`config.mk`:
```
export PLATFORM = sky130hd
export DESIGN_NAME = hello_message_streamer
export DESIGN_NICKNAME = d
export VERILOG_FILES = /design/src/rtl/hello_message_streamer.sv
export SDC_FILE = /design/constraint.sdc
export NUM_CORES = 1
export LEC_CHECK = 0
export ABC_AREA = 0
export CORE_ASPECT_RATIO = 1.1
export CORE_UTILIZATION = 50
export CTS_CLUSTER_DIAMETER = 100
export DETAILED_ROUTE_END_ITERATION = 12
export HOLD_SLACK_MARGIN = 0.1
export PLACE_DENSITY = 0.85
export SLEW_MARGIN = 15
export SYNTH_ARGS = -nofsm -noshare
export SYNTH_HDL_FRONTEND = slang
export SYNTH_SLANG_ARGS = --single-unit
```
`constraint.sdc`:
```
create_clock -name clk -period 1.7 [get_ports clk]
set_input_delay 0.34 -clock clk [delete_from_list [all_inputs] [get_ports clk]]
set_output_delay 0.34 -clock clk [all_outputs]
set_load 0.01 [all_outputs]
```
`src/rtl/hello_message_streamer.sv`:
```
// Streams a constant message one character per beat over a valid/ready byte
// interface, with repeat count, inter-message gap and abort.
module hello_message_streamer #(
  parameter int DATA_WIDTH = 8,
  parameter int MSG_LEN = 13,
  parameter logic [MSG_LEN*DATA_WIDTH-1:0] MESSAGE = "Hello, World!",
  parameter int GAP_CYCLES = 4,
  parameter int REP_WIDTH = 8,
  localparam int IDX_W = (MSG_LEN > 1) ? $clog2(MSG_LEN) : 1
) (
  input  logic                  clk,
  input  logic                  rst_n,
  input  logic                  start,
  input  logic [REP_WIDTH-1:0]  repeat_count,
  input  logic                  abort,
  output logic [DATA_WIDTH-1:0] tx_data,
  output logic                  tx_valid,
  input  logic                  tx_ready,
  output logic                  tx_last,
  output logic [IDX_W-1:0]      char_index,
  output logic                  busy,
  output logic                  done,
  output logic [1:0]            state_dbg
);

  // Handshake: a beat transfers on a rising clk edge where tx_valid && tx_ready.
  // Once tx_valid is raised, tx_data/tx_last/char_index hold until that edge;
  // only abort or reset may withdraw a beat that has not transferred.

  localparam int GAP_W = (GAP_CYCLES > 1) ? $clog2(GAP_CYCLES) : 1;
  localparam logic [GAP_W-1:0] GAP_LAST = GAP_W'((GAP_CYCLES > 0) ? GAP_CYCLES - 1 : 0);
  localparam logic [REP_WIDTH-1:0] REP_ONE = REP_WIDTH'(1);
  localparam logic FIRST_IS_LAST = (MSG_LEN == 1);

  typedef enum logic [1:0] {
    IDLE = 2'd0,
    SEND = 2'd1,
    GAP  = 2'd2,
    DONE = 2'd3
  } state_t;

  state_t                 state;
  logic [1:0]             rst_sync;
  logic                   rst_int_n;
  logic [REP_WIDTH-1:0]   reps_left;
  logic [GAP_W-1:0]       gap_cnt;

  // First character sits in the most-significant slice, so shift it up to the top.
  function automatic logic [DATA_WIDTH-1:0] msg_char(input logic [IDX_W-1:0] idx);
    logic [MSG_LEN*DATA_WIDTH-1:0] shifted;
    shifted = MESSAGE << (int'(idx) * DATA_WIDTH);
    return shifted[MSG_LEN*DATA_WIDTH-1 -: DATA_WIDTH];
  endfunction

  // Reset asserts immediately and releases two clock edges after rst_n rises.
  always_ff @(posedge clk or negedge rst_n) begin
    if (!rst_n) begin
      rst_sync <= 2'b00;
    end else begin
      rst_sync <= {rst_sync[0], 1'b1};
    end
  end

  assign rst_int_n = rst_sync[1];
  assign state_dbg = state;

  always_ff @(posedge clk or negedge rst_int_n) begin
    if (!rst_int_n) begin
      state      <= IDLE;
      tx_data    <= '0;
      tx_valid   <= 1'b0;
      tx_last    <= 1'b0;
      char_index <= '0;
      busy       <= 1'b0;
      done       <= 1'b0;
      reps_left  <= '0;
      gap_cnt    <= '0;
    end else begin
      done <= 1'b0;
      if (abort && (state != IDLE)) begin
        // A beat handshaking in this same cycle has already transferred.
        state      <= IDLE;
        tx_data    <= '0;
        tx_valid   <= 1'b0;
        tx_last    <= 1'b0;
        char_index <= '0;
        busy       <= 1'b0;
        reps_left  <= '0;
        gap_cnt    <= '0;
      end else begin
        case (state)
          IDLE: begin
            if (start && !abort) begin
              state      <= SEND;
              reps_left  <= (repeat_count == '0) ? REP_ONE : repeat_count;
              char_index <= '0;
              tx_data    <= msg_char('0);
              tx_last    <= FIRST_IS_LAST;
              tx_valid   <= 1'b1;
              busy       <= 1'b1;
            end
          end

          SEND: begin
            if (tx_valid && tx_ready) begin
              if (!tx_last) begin
                char_index <= char_index + 1'b1;
                tx_data    <= msg_char(char_index + 1'b1);
                tx_last    <= ((char_index + 1'b1) == IDX_W'(MSG_LEN - 1));
              end else begin
                char_index <= '0;
                reps_left  <= reps_left - 1'b1;
                if (reps_left == REP_ONE) begin
                  state    <= DONE;
                  tx_valid <= 1'b0;
                  tx_data  <= '0;
                  tx_last  <= 1'b0;
                  done     <= 1'b1;
                end else if (GAP_CYCLES == 0) begin
                  tx_data <= msg_char('0);
                  tx_last <= FIRST_IS_LAST;
                end else begin
                  state    <= GAP;
                  tx_valid <= 1'b0;
                  tx_data  <= '0;
                  tx_last  <= 1'b0;
                  gap_cnt  <= '0;
                end
              end
            end
          end

          GAP: begin
            if (gap_cnt == GAP_LAST) begin
              state    <= SEND;
              gap_cnt  <= '0;
              tx_valid <= 1'b1;
              tx_data  <= msg_char('0);
              tx_last  <= FIRST_IS_LAST;
            end else begin
              gap_cnt <= gap_cnt + 1'b1;
            end
          end

          DONE: begin
            // done was raised on entry; busy drops together with it.
            state <= IDLE;
            busy  <= 1'b0;
          end

          default: begin
            state <= IDLE;
          end
        endcase
      end
    end
  end

endmodule

```
==> metrics.yaml <==
synth-edff-count: 0
multi_input_area_um2: 1040
ys_seq_area_share_pct: 40.4
fin_crit_sh_pct: 98.7
wire_per_inst_um: 15.4
cellPowerDensity_nw_per_um2: 833
async_flop_share_pct: 100
die_y_um: 64.8
syn_avg_cell_area_um2: 8.67
clock_sinks: 29
gr-total-overflow: 0
synthToLayoutAreaGrowth_pct: 45.5
fillers: 246
yosys.cell_types.count: 44
clock_skew_ps: 11.0
synth_top_family_by_area: "compound AO/OA/AOI/OAI gates"
synth_area_um2: 1790
drt_iter0_drc: 91
synth_xor_xnor_area_share_pct: 1.46
synthMuxAreaShare_pct: 1.67
antenna_cells: 0
hpwl_mm: 3.48
synthSimpleGateAreaFrac_pct: 22.0
io_buffer_count: 29
die_w_um: 59.1
cts.clk_slew.worst_paths_ps: 100
yosys_warnings: 0
firstDrtPassIters: 4
final_antenna_net_count: 0
finalWirelength_mm: 5.10
grt_pass1_vias: 1791
dieArea_um2: 3830
drc_errors: 0
fp-row-count: 22
synth_fp_nets: 229
cts_tree: "done"
final_common_cell: "buf_4"
critPathMaxFanout: 4
boundaryPins: 31
power.total_mw: 2.18
via_per_inst: 5.63
rsz0062_at_grt: "yes"
crit_path_start_kind: "flop"
outcome: "finished clean"
setup_viol: 0
clk_path_buf_depth: 2
root_buffer: "clkbuf_4"
synth_compound_area_share_pct: 23.1
hold_path_class: "input port to async pin"
critical_path_class: "flop to flop"
grt_pass1_wl_mm: 8.22
vias: 1859
cp.arrival_ps: 1970
grt_usage_pct: 29.6
start_util_pct: 53.0
grt_max_degree: 28
end_kind: "flop"
slew_violations: 0
cp.required_ps: 2000
seqCellArea_um2: 732
clk_latency_ps: 350
min_period_ps: 1680
antenna_found_initial: 0
maxCapViolations: 0
whs_ps: 143
mostFrequentLayoutCells: "45 x buf_4, 24 x dfrtp_1, 23 x nand2_1, 23 x clkdlybuf4s50_1, 21 x o21ai_0"
htreeDepth: 2
core_um2: 3390
synth_seq_cells: 29
leakage_nw: 1.19
max_freq_mhz: 596
final_nets: 303
cts_buffers: 5
hold_viol_final: 0
synth_top_flop_cell: "dfrtp_1"
synthCells: 207
gp_congestion: 0.887
irDropWorstVdd_mv: 0.567
synthAdderAreaFrac_pct: 6.28
drive_gt1_share_pct: 28.0
## where the power goes
| group | switching, mW | internal, mW | total, mW |
|---|---|---|---|
| Clock | 0.268 | 0.455 | 0.723 |
| Combinational | 0.315 | 0.313 | 0.628 |
| Sequential | 0.0641 | 0.762 | 0.826 |
## cell type report
cell class                 count  share of cell area, %
multi-input combinational    159                   39.8
sequential                    29                   28.0
timing repair buffer          76                   24.5
clock inverter                 3                   2.49
tap                           48                   2.30
clock buffer                   5                   1.44
inverter                      10                   1.44
## routing by layer
layer	vias to the layer above	share of wire, %	global-route usage (%)
met2	69	49	48.2
met1	884	43	37.8
met4	0	2.7	13.1
li1	888	-	-
met5	-	0	0
met3	18	5.4	5.59
## logic make-up (layout without fill, tap and decap cells)
group	after synthesis	after routing
buffers and inverters	19	94
XOR/XNOR	3	3
AO/OA/AOI/OAI	68	68
multiplexers	3	3
AND/OR/NAND/NOR	74	74
other	2	2
flip-flops	29	29
adder cells (fa/ha/maj)	9	9
## path summary, 6_finish.rpt
kind | start | end | slack [ps] | cells after the start
worst max-delay path | char_index[2] | tx_data[3] | 20 | 6
worst min register to register | rst_sync[1] | char_index[3] | 240 | 1
min in group clk | rst_sync[0] | rst_sync[1] | 360 | 0
worst min-delay path | rst_n | rst_sync[1] | 140 | 1
max in group asynchronous | rst_sync[1] | char_index[1] | 1180 | 1
worst max register to register | char_index[2] | tx_data[3] | 20 | 6
## Yosys cell counts (3+ instances only)
cell type	count	area share, %
a21oi_1	18	5.0
a22o_1	4	2.0
a22oi_1	3	1.3
buf_2	4	1.1
clkbuf_1	3	0.63
dfrtp_1	29	40
ha_1	9	6.3
inv_1	10	2.1
mux2i_1	3	1.7
nand2_1	24	5.0
nand2b_1	6	2.1
nor2_1	17	3.6
nor2b_1	3	1.0
nor3_1	4	1.1
nor3b_1	3	1.3
nor4_1	4	1.4
o21ai_0	23	6.4
o21ai_1	3	0.84
o2bb2ai_1	4	2.0
o31ai_1	3	1.3
## what timing repair did
item                       in CTS  in global routing
gates cloned                    0                  1
hold buffers                    0                  0
buffers inserted                6                  1
pin swaps                       1                  2
gates resized for setup        14                 13
setup endpoints to repair       9                 15
## per-stage QoR
| stage | cells | utilization [%] | instance area, µm² | TNS (ps) | setup WS, ps |
|---|---|---|---|---|---|
| floorplan | 207 | - | 1810 | 0 | 10.1 |
| detailed placement | 314 | 70.7 | 2390 | -4410 | -307 |
| global route | 330 | 77.1 | 2610 | -128 | -34.1 |
| finish | 330 | 77.1 | 2610 | 0 | 22.2 |
| CTS | 328 | 75.9 | 2570 | 0 | 8.84 |
| global placement | 314 | 70.7 | 2390 | -2740 | -206 |
## flip-flops by register name, summed over array words and instances, names as in the netlist
name and count:
gap_cnt 2, tx_valid 1, char_index 4, state_dbg 2
reps_left 8, rst_sync 2, done 1, tx_data 7
tx_last 1, busy 1
## critical path, stage by stage (launching register included)
cell and delay, ps:
dfrtp_1 400, buf_4 160, and3_1 220, xor2_2 180, o32a_1 350, o21ai_2 160, a22o_1 150
No activity file was read; power rests on OpenSTA's default activity.
